==> config.mk <==
export PLATFORM = sky130hd
export DESIGN_NAME = apb_master
export DESIGN_NICKNAME = d
export VERILOG_FILES = /design/src/rtl/apb_pkg.sv /design/src/rtl/apb_timeout_ctr.sv /design/src/rtl/apb_master.sv
export SDC_FILE = /design/constraint.sdc
export NUM_CORES = 1
export LEC_CHECK = 0
export BUFFER_PORTS_ARGS = -buffer_cell sky130_fd_sc_hd__buf_4
export CAP_MARGIN = 10
export CORE_UTILIZATION = 29
export DETAILED_ROUTE_END_ITERATION = 8
export PLACE_DENSITY = 0.56
export REMOVE_ABC_BUFFERS = 1
export SLEW_MARGIN = 0
export SYNTH_ARGS = -nofsm -noshare
export SYNTH_HDL_FRONTEND = slang
export SYNTH_SLANG_ARGS = --single-unit
==> constraint.sdc <==
create_clock -name PCLK -period 3.46 [get_ports PCLK]
set_clock_uncertainty 0.1 [all_clocks]
set_input_delay 0.692 -clock PCLK [delete_from_list [all_inputs] [get_ports PCLK]]
set_output_delay 0.692 -clock PCLK [all_outputs]
set_load 0.03 [all_outputs]
==> src/rtl/apb_pkg.sv <==
// Shared APB definitions: FSM state encoding and default bus widths.
// Used by apb_master and by the apb_slave benches.
package apb_pkg;

  localparam int APB_ADDR_W = 32;
  localparam int APB_DATA_W = 32;

  typedef logic [1:0] apb_state_t;

  localparam logic [1:0] ST_IDLE   = 2'd0;
  localparam logic [1:0] ST_SETUP  = 2'd1;
  localparam logic [1:0] ST_ACCESS = 2'd2;

  // Counter width able to hold values up to n (n >= 1).
  function automatic int cnt_width(input int n);
    return $clog2(n) + 1;
  endfunction

endpackage

==> src/rtl/apb_timeout_ctr.sv <==
// ACCESS-phase wait counter; expired flags TIMEOUT_CYC-1 stalled cycles.
// Only instantiated when APB_TIMEOUT_EN is defined.
module apb_timeout_ctr
  import apb_pkg::*;
#(
  parameter int TIMEOUT_CYC = 16
) (
  input  logic clk,
  input  logic rst,
  input  logic clear,
  input  logic inc,
  output logic expired
);

  localparam int CW = cnt_width(TIMEOUT_CYC);

  logic [CW-1:0] cnt;

  assign expired = (cnt == CW'(TIMEOUT_CYC - 1));

  always_ff @(posedge clk or posedge rst) begin
    if (rst) begin
      cnt <= '0;
    end else if (clear) begin
      cnt <= '0;
    end else if (inc && !expired) begin
      cnt <= cnt + 1'b1;
    end
  end

endmodule

==> src/rtl/apb_master.sv <==
// APB requester: valid/ready command port to APB SETUP/ACCESS, one-cycle response.
// Define APB_TIMEOUT_EN to abort ACCESS phases that stall for TIMEOUT_CYC cycles.
module apb_master
  import apb_pkg::*;
#(
  parameter int ADDR_W      = APB_ADDR_W,
  parameter int DATA_W      = APB_DATA_W,
  parameter int TIMEOUT_CYC = 16
) (
  input  logic              PCLK,
  input  logic              PRESET,
  input  logic              cmd_valid,
  output logic              cmd_ready,
  input  logic              cmd_write,
  input  logic [ADDR_W-1:0] cmd_addr,
  input  logic [DATA_W-1:0] cmd_wdata,
  output logic              rsp_valid,
  output logic [DATA_W-1:0] rsp_rdata,
  output logic              rsp_err,
  output logic              PSEL,
  output logic              PENABLE,
  output logic              PWRITE,
  output logic [ADDR_W-1:0] PADDR,
  output logic [DATA_W-1:0] PWDATA,
  input  logic [DATA_W-1:0] PRDATA,
  input  logic              PREADY
);

  apb_state_t state;
  apb_state_t state_nx;
  logic       accept;
  logic       done;
  logic       abort;

  assign accept  = cmd_valid & cmd_ready;
  assign done    = (state == ST_ACCESS) & PREADY;
  assign PSEL    = (state != ST_IDLE);
  assign PENABLE = (state == ST_ACCESS);

`ifdef APB_TIMEOUT_EN
  logic expired;

  // Cleared during SETUP so every ACCESS phase starts counting from zero.
  apb_timeout_ctr #(
    .TIMEOUT_CYC(TIMEOUT_CYC)
  ) u_timeout_ctr (
    .clk    (PCLK),
    .rst    (PRESET),
    .clear  (state == ST_SETUP),
    .inc    ((state == ST_ACCESS) && !PREADY),
    .expired(expired)
  );

  // PREADY on the same edge wins over the timeout.
  assign abort = (state == ST_ACCESS) & !PREADY & expired;
`else
  logic unused_timeout;
  assign unused_timeout = |TIMEOUT_CYC;
  assign abort          = 1'b0;
`endif

  always_comb begin
    state_nx = state;
    case (state)
      ST_IDLE:   if (accept) state_nx = ST_SETUP;
      ST_SETUP:  state_nx = ST_ACCESS;
      ST_ACCESS: if (done || abort) state_nx = ST_IDLE;
      default:   state_nx = ST_IDLE;
    endcase
  end

  // Control: FSM and command handshake
  always_ff @(posedge PCLK or posedge PRESET) begin
    if (PRESET) begin
      state     <= ST_IDLE;
      cmd_ready <= 1'b0;
    end else begin
      state     <= state_nx;
      cmd_ready <= (state_nx == ST_IDLE);
    end
  end

  // Request registers: held from accept until the next accept
  always_ff @(posedge PCLK or posedge PRESET) begin
    if (PRESET) begin
      PWRITE <= 1'b0;
      PADDR  <= '0;
      PWDATA <= '0;
    end else if (accept) begin
      PWRITE <= cmd_write;
      PADDR  <= cmd_addr;
      PWDATA <= cmd_wdata;
    end
  end

  // Response: pulse for one cycle after completion or abort
  always_ff @(posedge PCLK or posedge PRESET) begin
    if (PRESET) begin
      rsp_valid <= 1'b0;
      rsp_err   <= 1'b0;
      rsp_rdata <= '0;
    end else begin
      rsp_valid <= done | abort;
      rsp_err   <= abort;
      if (done) begin
        rsp_rdata <= PWRITE ? '0 : PRDATA;
      end else if (abort) begin
        rsp_rdata <= '0;
      end
    end
  end

endmodule

==> summary.md, run 1 <==
| Metric | Value |
|---|---|
| Run status | finished clean |
| Num CTS Buffers | 9 |
| Initial Util | 0.2986 |
| Total number of vias | 2731 |
| R2r startpoint | state[0]$_DFF_PP0_ |
| Worst hold path class | input pin to asynchronous set/reset pin |
| Port Buffers | 201 |
| RD Place Congestion | 0.6896 |
| Slew Limit Fails | 0 |
| Pin count of the biggest net entering global routing | 60 |
| H-tree depth | 3 |
| Post-Syn Area | 0.004160 mm^2 |
| Sink Count | 101 |
| Power share of the combinational group | 0.513 |
| Worst r2r dst | rsp_rdata[10]$_DFFE_PP0P_ |
| PD cells | 1061 mW/mm^2 |
| Switch Pwr | 2.598 mW |
| Worst vdd ir | 0.0005802 V |
| Drt pass-1 iters | 4 |
| DRC violations left | 0 |
| Critical path peak fanout | 5 |
| Number of core rows | 43 |
| Die Ht | 121.8 um |
| CTS tree | built |
| Data arrival time of the worst path | 1260 ps |
| Antenna Nets Post-Route | 0 |
| Vias/cell | 4.241 |
| Fin crit period | 2056 ps |
| R2r worst-path depth | 3 |
| IO Pins | 203 |
| Skew-Pair Late Insertion Delay | 340 ps |
| Worst-path clk slew | 70 ps |
| Ant diodes | 0 |
| Hold Vio Cnt, Final | 0 |
| Final Setup Violations | 0 |
| Root Driver | clkbuf_16 |
| Period utilization | 0.5943 |
| Global route total overflow | 0 |
| Core box area | 0.01393 mm^2 |
| Crit path capture type | primary output |
| Post-synthesis register bit count | 101 |
| Crit Path Category | flop to primary output |
| Hold_ws | 298.0 ps |
| Crit path required time | 2670 ps |
| Sequential area share after synthesis | 0.6075 |
| Placed inst area | 0.005809 mm^2 |
| RSZ-0062 raised after global routing | false |
| Net Sw Frac | 0.3990 |
| Startpoint types | flop |
| Worst slew pin tran | 694.3 ps |
| Crit path capture | PSEL |
| Post-Synthesis Cells | 257 |
| Setup bufs post-CTS | 0 |
| Die W | 121.8 um |
| Post-Route WL | 9155 um |
| Global-route wire length before repair | 14070 um |
| Total of warnings raised by yosys | 0 |
| Post-synth cell types | 21 |
| Number of global-route vias before repair | 2765 |
| Cell Int Power | 3.913 mW |
| Worst Setup SP | state[0]$_DFF_PP0_ |
| Avg Inst Size Synth | 16.19 um^2 |
| Synthesis-to-finish area growth | 47.46% |
| Final instance area | 0.006135 mm^2 |
| DRT iter0 DRCs | 73 |
| Reg2reg setup slack | 1480 ps |
| Initial antenna violation count | 0 |
| Seq pwr share | 0.319 |
| Fin Setup TNS | 0 ps |
| Hold-fix buffers, CTS | 0 |
| # nets final | 560 |
| GRT Total Usage | 0.1266 |
| Hpwl dp | 6758 um |
| Fmax | 486.3 MHz |
| Clk buf depth | 2 |
| # resized after CTS | 0 |
| Die Area | 0.01483 mm^2 |
| Leakage | 2.976 nW |
| Fraction of layout cells with a size suffix above 1 | 0.6961 |
| Max-cap violations | 0 |
| Clock power share | 0.167 |
| Headroom to the max-slew limit | 0.5372 |
| Routed len/inst | 14.22 um |
[critical path, stage by stage, from the launching register on]
cell     delay [ps]
dfrtp_1         420
or2_2           330
buf_4           170
[metrics by stage]
| step | power [mW] | std cells | util | worst slack (ps) |
|---|---|---|---|---|
| 3_3_place_gp | 5.450 | 628 | 0.4169 | 1178 |
| 2_1_floorplan | 4.200 | 242 | - | 20.87 |
| 4_1_cts | 6.613 | 644 | 0.4402 | 1380 |
| 5_1_grt | 6.868 | 644 | 0.4402 | 1348 |
| 3_5_place_dp | 5.491 | 628 | 0.4169 | 1152 |
| 6_report | 6.511 | 644 | 0.4402 | 1404 |
[worst min-delay path by stage]
stage / cells past startpoint / slack (ps) / from / end
after floorplan: 1 / 390 / state[1]$_DFF_PP0_ / state[1]$_DFF_PP0_
after global placement: 1 / 390 / PWDATA[5]$_DFFE_PP0P_ / PWDATA[5]$_DFFE_PP0P_
after detailed placement: 1 / 400 / rsp_rdata[4]$_DFFE_PP0P_ / rsp_rdata[4]$_DFFE_PP0P_
after CTS: 2 / 320 / PRESET / rsp_rdata[29]$_DFFE_PP0P_
after global routing: 2 / 340 / PRESET / rsp_rdata[30]$_DFFE_PP0P_
final: 2 / 300 / PRESET / rsp_rdata[29]$_DFFE_PP0P_
[area by class of cell]
cell class                      count  area [um^2]
Clock inverter                      5        82.58
Timing Repair Buffer              206         1572
Inverter                            1        6.256
Tap cell                          180        225.2
Multi-Input combinational cell    140         1479
Clock buffer                       11        242.7
Fill cell                        1338         7800
Sequential cell                   101         2527
[synth_stat cells, drive strengths merged]
master | n | share of area
dfrtp | 101 | 0.61
mux2 | 97 | 0.29
nor2b | 26 | 0.039
buf | 12 | 0.034
and2b | 7 | 0.013
clkbuf | 3 | 0.0027
o21ai | 2 | 0.0024
and2 | 1 | 0.0015
and3b | 1 | 0.0021
conb | 1 | 0.00090
inv | 1 | 0.00090
mux2i | 1 | 0.0024
nand2 | 1 | 0.00090
nand2b | 1 | 0.0015
nor2 | 1 | 0.00090
or2 | 1 | 0.0015
[cells in the final DEF (no fill, tap or decap), drive strengths merged]
cell    Yosys  routed
nand2b      1       1
o21ai       2       2
conb        1       1
and2        1       1
or2         1       1
buf        12     206
inv         1       2
nor2b      26      26
clkbuf      3      11
mux2       97      97
clkinv      0       2
nor2        1       1
dfrtp     101     101
and2b       7       7
mux2i       1       1
bufinv      0       2
nand2       1       1
and3b       1       1
[power by group through the flow]
stage | sequential (mW) | clock (mW) | combinational, mW
after floorplan | 3.23 | 0 | 0.965
after global placement | 2.09 | 0 | 3.36
after detailed placement | 2.09 | 0 | 3.40
after CTS | 2.09 | 1.13 | 3.39
after global routing | 2.15 | 1.19 | 3.53
final | 2.08 | 1.09 | 3.34
[registers in the layout (all words and copies together) (netlist names)]
signal / flops
rsp_rdata: 32
PADDR: 32
rsp_valid: 1
state: 2
cmd_ready: 1
PWRITE: 1
PWDATA: 32
[routing by layer]
layer | share of wire | up-vias | global-route usage
li1 | - | 1276 | -
met1 | 0.41 | 1308 | 0.1486
met2 | 0.46 | 140 | 0.1907
met3 | 0.13 | 7 | 0.07022
met4 | 0.011 | 0 | 0.05093
met5 | 0 | - | 0
[cell families (layout without fill, tap and decap cells)]
family	Yosys count	in the layout	synth area share
compound gates	2	2	0.002406
other cells	1	1	0.0009014
simple gates	39	39	0.06045
mux	98	98	0.2911
flops	101	101	0.6075
buf+inv	16	223	0.03759
No activity file was read; power rests on OpenSTA's default activity.
==> run 2: changes to the inputs <==
--- a/config.mk
+++ b/config.mk
@@ -5,11 +5,12 @@
 export SDC_FILE = /design/constraint.sdc
 export NUM_CORES = 1
 export LEC_CHECK = 0
+export ABC_AREA = 1
 export BUFFER_PORTS_ARGS = -buffer_cell sky130_fd_sc_hd__buf_4
 export CAP_MARGIN = 10
 export CORE_UTILIZATION = 29
 export DETAILED_ROUTE_END_ITERATION = 8
-export PLACE_DENSITY = 0.56
+export PLACE_DENSITY = 0.53
 export REMOVE_ABC_BUFFERS = 1
 export SLEW_MARGIN = 0
 export SYNTH_ARGS = -nofsm -noshare
==> constraint.sdc (replaced) <==
create_clock -name PCLK -period 1.9 [get_ports PCLK]
set_clock_uncertainty 0.1 [all_clocks]
set_input_delay 0.38 -clock PCLK [delete_from_list [all_inputs] [get_ports PCLK]]
set_output_delay 0.38 -clock PCLK [all_outputs]
set_load 0.03 [all_outputs]
==> run 2 against run 1 <==
  * Utilization is essentially flat
  * Sequential share of layout area decreased by 0.43 points
  * Combinational power up 64%
  * Synthesized area increased by 1.9%
  * Register-to-register slack lost 1200 ps
  * Final area is 1.1% higher
==> summary.md, run 2 <==
| Metric | Value |
|---|---|
| Overall power | 10.95 mW (+68%) |
| H-tree depth | 3 (unchanged) |
| Worst hold path class | input pin to flop |
| Global-route wire length before repair | 19580 um (+39%) |
| Slew Limit Fails | 0 (unchanged) |
| Commonest non-fill, non-tap cell in the layout | buf_4 |
| Total number of vias | 3960 (+45%) |
| Post-synth cell types | 12 (-43%) |
| Initial antenna violation count | 0 (unchanged) |
| Avg Inst Size Synth | 8.361 um^2 (-48%) |
| Number of core rows | 43 (unchanged) |
| Synthesis-to-finish area growth | 46.31% |
| Crit path required time | 1420 ps (-1250 ps) |
| Global route total overflow | 0 (unchanged) |
| Crit Path Category | flop to primary output |
| Hold Vio Cnt, Final | 0 (unchanged) |
| Most frequent cells in the layout | 209 x buf_4, 197 x nand2_1, 100 x dfrtp_1 |
| Sink Count | 101 (unchanged) |
| PD cells | 1765 mW/mm^2 (+66%) |
| Post-synth top cells | 198 x nand2_1, 101 x dfrtp_1, 98 x nand3_1, 35 x inv_1, 34 x nor2_1 |
| FFs w/ async S/R, synth | 1.000 (unchanged) |
| WL met2 | 5262 um (+26%) |
| Post-Synthesis Cells | 507 (+97%) |
| Non-filler cells, final | 879 (+36%) |
| IO Pins | 203 (unchanged) |
| Post-synthesis register bit count | 101 (unchanged) |
| Max-cap violations | 0 (unchanged) |
| Area contributors post-synth | dfrtp_1 60%, nand2_1 18%, nand3_1 12%, inv_1 3.1%, buf_2 3.1% |
| Antenna Nets Post-Route | 0 (unchanged) |
| Dpl cells | 863 (+37%) |
| Fin crit period | 1633 ps |
| Post-synth EDFFs | 0 (unchanged) |
| Die W | 122.9 um (+0.92%) |
| Hold_ws | 146.3 ps (-151.7 ps) |
| Post-Route WL | 12410 um (+36%) |
| Root Driver | clkbuf_16 |
| Sequential area share after synthesis | 0.5962 (-0.01130) |
| GRT Total Usage | 0.1681 (+0.04145) |
| Startpoint types | flop |
| Hpwl dp | 8646 um (+28%) |
| Core box area | 0.01410 mm^2 (+1.2%) |
| Met1 WL | 5478 um (+48%) |
| RSZ-0062 raised after global routing | false |
| Die Ht | 122.9 um (+0.92%) |
| # nets final | 796 (+42%) |
| Worst slew pin tran | 691.2 ps (-3.012 ps) |
| WL met3 | 1486 um (+27%) |
| CTS tree | built |
| Run status | finished clean |
| Vias/cell | 4.505 (+6.2%) |
| Initial Util | 0.3007 (+0.002174) |
| Drt pass-1 iters | 4 (unchanged) |
| Period utilization | 0.8597 |
| Top flop regs | PADDR: 32 flops, PWDATA: 32 flops, rsp_rdata: 32 flops |
| Number of global-route vias before repair | 3795 (+37%) |
| Ys flop type | dfrtp_1 |
| Clk buf depth | 2 (unchanged) |
| Final Setup Violations | 0 (unchanged) |
| Fmax | 612.2 MHz |
| Headroom to the max-slew limit | 0.5386 (+0.001478) |
| Ant diodes | 0 (unchanged) |
| Fraction of layout cells with a size suffix above 1 | 0.3319 (-0.3642) |
| Leakage | 3.567 nW (+20%) |
| Critical path peak fanout | 4 (-1) |
| Num CTS Buffers | 9 (unchanged) |
| RD Place Congestion | 0.8038 (+17%) |
| Worst-path clk slew | 70 ps (about the same) |
| DRC violations left | 0 (unchanged) |
| Reg2reg setup slack | 330 ps (-1150 ps) |
| DRT iter0 DRCs | 233 (+220%) |
| Routed len/inst | 14.12 um (-0.69%) |
| Yosys top cell area share | 0.5962 (-0.01130) |
| Data arrival time of the worst path | 1150 ps (-110 ps) |
| Crit path capture type | primary output |
| Post-Syn Area | 0.004239 mm^2 (+1.9%) |
| Total of warnings raised by yosys | 0 (unchanged) |
| Worst vdd ir | 0.0007496 V (+29%) |
| Pin count of the biggest net entering global routing | 66 (+10%) |
| Top cell type by total area after synthesis | dfrtp_1 |
| Port Buffers | 201 (unchanged) |
| Skew-Pair Late Insertion Delay | 350 ps (about the same) |
| Count leader, synth | nand2_1 |
| Die Area | 0.01510 mm^2 (+1.9%) |
| Core Util, Final | 0.4400 (about the same) |
| Uppermost layer routed | met4 |
[run 2: critical path, cell delays in order, from the launching register on]
cell	delay, ps
dfrtp_1	400
inv_2	70
nor2_4	140
buf_4	190
[run 2: metrics by stage]
stage / area [um^2] / worst slack [ps] / TNS [ps]
floorplan: 4053 / -1530 / -218130
global placement: 5913 / 402.9 / 0
detailed placement: 5913 / 338.9 / 0
CTS: 6202 / 235.1 / 0
global route: 6202 / 185.9 / 0
finish: 6202 / 266.6 / 0
[run 2: worst paths after layout]
kind | cells past startpoint | startpoint | endpoint
max | 3 | state[1]$_DFF_PP0_ | PENABLE
min | 3 | cmd_wdata[7] | PWDATA[7]$_DFFE_PP0P_
max reg2reg | 4 | state[0]$_DFF_PP0_ | rsp_rdata[18]$_DFFE_PP0P_
min reg2reg | 2 | PADDR[16]$_DFFE_PP0P_ | PADDR[16]$_DFFE_PP0P_
max in group asynchronous | 4 | PRESET | PWDATA[6]$_DFFE_PP0P_
min in group asynchronous | 3 | PRESET | rsp_rdata[9]$_DFFE_PP0P_
[run 2: repair_timing]
item,CTS,global route
hold buffers,1,0
hold endpoints to repair,22,0
gates resized for setup,0,0
buffers inserted,0,0
[run 2: cells by family (layout without fill, tap and decap cells)]
group	after synthesis	in the layout	synth area share
other	1	1	0.0008846
AND/OR/NAND/NOR	332	332	0.3261
buffers and inverters	73	265	0.07674
flip-flops	101	101	0.5962
[run 2: final cells by class]
cell class	instances	area, um^2
Timing Repair Buffer	213	1639
Multi-Input combinational cell	333	1389
Clock buffer	14	274.0
Clock inverter	1	5.005
Fill cell	1427	7894
Inverter	37	141.4
Sequential cell	101	2529
Tap cell	180	225.2
[run 2: routing by layer]
layer / GRT usage / up-vias
li1: - / 1935
met1: 0.2213 / 1833
met2: 0.2493 / 180
met3: 0.06365 / 12
met4: 0.06402 / 0
met5: 0 / -
[run 2: power breakdown]
part           internal, mW  leakage, nW  switching [mW]
combinational          1.90         2.17            3.59
sequential             3.10         1.26           0.614
clock                 0.988        0.139           0.756
==> run 3: changes to the inputs <==
--- a/config.mk
+++ b/config.mk
@@ -9,9 +9,9 @@
 export BUFFER_PORTS_ARGS = -buffer_cell sky130_fd_sc_hd__buf_4
 export CAP_MARGIN = 10
 export CORE_UTILIZATION = 29
+export CTS_CLUSTER_SIZE = 25
 export DETAILED_ROUTE_END_ITERATION = 8
 export PLACE_DENSITY = 0.53
-export REMOVE_ABC_BUFFERS = 1
 export SLEW_MARGIN = 0
 export SYNTH_ARGS = -nofsm -noshare
 export SYNTH_HDL_FRONTEND = slang
==> run 3 against run 2 <==
  * Critical path depth stayed put
  * Die area stayed put
  * Sequential power hardly changed
  * Critical endpoint is now PSEL
==> summary.md, run 3 (synthesis results as in run 2) <==
| Metric | Value |
|---|---|
| Die W | 122.9 um (unchanged) |
| Net Sw Frac | 0.4511 (-0.002128) |
| Root Driver | clkbuf_16 |
| DP Worst Slack | 311.5 ps (-27.39 ps) |
| Slew Limit Fails | 0 (unchanged) |
| Fraction of layout cells with a size suffix above 1 | 0.3324 (+0.0004755) |
| Vias/cell | 4.431 (-1.7%) |
| PD cells | 1773 mW/mm^2 (+0.45%) |
| GRT Total Usage | 0.1666 (-0.001451) |
| Ant diodes | 0 (unchanged) |
| Drt pass-1 iters | 4 (unchanged) |
| Clk buf depth | 2 (unchanged) |
| Headroom to the max-slew limit | 0.5465 (+0.007828) |
| Data arrival time of the worst path | 1110 ps (-40 ps) |
| Hpwl dp | 8546 um (-1.2%) |
| Num CTS Buffers | 9 (unchanged) |
| H-tree depth | 3 (unchanged) |
| DRC violations left | 0 (unchanged) |
| RD Place Congestion | 0.7751 (-3.6%) |
| Crit path capture type | primary output |
| Net Count, Synth | 608 |
| Hold Vio Cnt, Final | 0 (unchanged) |
| Leakage | 3.562 nW (-0.15%) |
| Placed inst area | 0.005919 mm^2 (+0.11%) |
| Synthesis-to-finish area growth | 46.58% |
| # resized after CTS | 0 (unchanged) |
| Most frequent cells in the layout | 207 x buf_4, 197 x nand2_1, 100 x dfrtp_1 |
| DRT iter0 DRCs | 204 (-12%) |
| Number of global-route vias before repair | 3797 (+0.053%) |
| Dpl cells | 862 (-0.12%) |
| Setup bufs post-CTS | 0 (unchanged) |
| Run status | finished clean |
| Worst vdd ir | 0.0008523 V (+14%) |
| Hold_ws | 19.08 ps (-127.2 ps) |
| RSZ-0062 raised after global routing | false |
| Fin Setup TNS | 0 ps (unchanged) |
| Skew-Pair Late Insertion Delay | 340 ps (about the same) |
| Initial antenna violation count | 0 (unchanged) |
| Port Buffers | 201 (unchanged) |
| Final Setup Violations | 0 (unchanged) |
| # nets final | 794 (-0.25%) |
| Antenna Nets Post-Route | 0 (unchanged) |
| Fin crit period | 1590 ps (-43.53 ps) |
| Worst slew pin tran | 679.5 ps (-11.73 ps) |
| Clock power share | 0.167 (+0.008) |
| Crit Path Category | flop to primary output |
| Global route total overflow | 0 (unchanged) |
| Hold-fix buffers, CTS | 0 (-1) |
| Worst hold path class | input pin to asynchronous set/reset pin |
| IO Pins | 203 (unchanged) |
| Crit path required time | 1420 ps (about the same) |
| Non-filler cells, final | 878 (-0.11%) |
| Sink Count | 101 (unchanged) |
| Post-Route WL | 12260 um (-1.2%) |
| Die Ht | 122.9 um (unchanged) |
| # fillers | 1460 (+2.3%) |
| Total number of vias | 3890 (-1.8%) |
| Seq pwr share | 0.336 (-0.003) |
| Pin count of the biggest net entering global routing | 64 (-3.0%) |
| Global-route wire length before repair | 19350 um (-1.1%) |
| Cell Int Power | 6.048 mW (+1.0%) |
| Top flop regs | PADDR: 32 flops, PWDATA: 32 flops, rsp_rdata: 32 flops |
| Final instance area | 0.006213 mm^2 (+0.18%) |
| Initial Util | 0.3007 (unchanged) |
| Core box area | 0.01410 mm^2 (unchanged) |
| Power share of the combinational group | 0.497 (-0.005) |
| Critical path peak fanout | 3 (-1) |
| Max-cap violations | 0 (unchanged) |
| CTS tree | built |
| Routed len/inst | 13.96 um (-1.1%) |
| Commonest non-fill, non-tap cell in the layout | buf_4 |
| Die Area | 0.01510 mm^2 (unchanged) |
| Fmax | 629.0 MHz (+2.7%) |
| Worst-path clk slew | 70 ps (about the same) |
| Startpoint types | flop |
| Switch Pwr | 4.971 mW (+0.16%) |
| Setup WS post-layout | 310.2 ps (+43.53 ps) |
| Period utilization | 0.8368 (-0.02291) |
| Number of core rows | 43 (unchanged) |
-- run 3: cell count changes in the layout (fill, tap and decap cells not counted), sizes merged --
cell / before / now
clkbuf: 14 / 12
bufinv: 0 / 1
clkinv: 1 / 2
dlygate4sd3: 1 / 0
clkinvlp: 0 / 2
inv: 37 / 36
buf: 212 / 211
-- run 3: final timing paths --
check                      slack (ps)             startpoint  depth (start not counted)                        end
setup / recovery                  310     state[0]$_DFF_PP0_                          3                       PSEL
hold / removal                     20                 PRESET                          3  rsp_rdata[10]$_DFFE_PP0P_
setup reg to reg                  340     state[0]$_DFF_PP0_                          4  rsp_rdata[29]$_DFFE_PP0P_
hold reg to reg                   370  PADDR[31]$_DFFE_PP0P_                          2      PADDR[31]$_DFFE_PP0P_
max in group asynchronous        1340                 PRESET                          3      PADDR[24]$_DFFE_PP0P_
min in group PCLK                 150          cmd_wdata[10]                          3     PWDATA[10]$_DFFE_PP0P_
-- run 3: worst max-delay path: stages (launching register included) --
cell,delay [ps]
dfrtp_1,430
inv_2,90
nand2_1,70
buf_4,180
-- run 3: power groups by stage --
stage / Clock [mW] / Sequential [mW] / Combinational, mW
final: 1.84 / 3.70 / 5.48
after global routing: 1.99 / 3.83 / 5.92
after CTS: 1.90 / 3.71 / 5.56
after detailed placement: 0 / 3.72 / 5.57
after global placement: 0 / 3.70 / 5.51
after floorplan: 0 / 5.48 / 1.54
-- run 3: stage by stage --
stage / utilization / total power [mW]
6_report: 0.4408 / 11.02
5_1_grt: 0.4408 / 11.74
4_1_cts: 0.4408 / 11.17
2_1_floorplan: - / 7.019
3_5_place_dp: 0.4199 / 9.282
3_3_place_gp: 0.4199 / 9.215
-- run 3: metal layers --
layer / global-route usage / routed length, um / share of wire
met4: 0.06860 / 213 / 0.017
met5: 0 / 0 / 0
met3: 0.05581 / 1023 / 0.083
met1: 0.2085 / 5218 / 0.43
met2: 0.2633 / 5802 / 0.47
-- run 3: cell type report --
cell class | instances | area (um^2) | area share
clock inverter | 4 | 47.55 | 0.007652
sequential | 101 | 2529 | 0.4070
inverter | 37 | 142.6 | 0.02296
clock buffer | 12 | 246.5 | 0.03967
multi-input combinational | 333 | 1389 | 0.2235
tap | 180 | 225.2 | 0.03625
timing repair buffer | 211 | 1634 | 0.2630
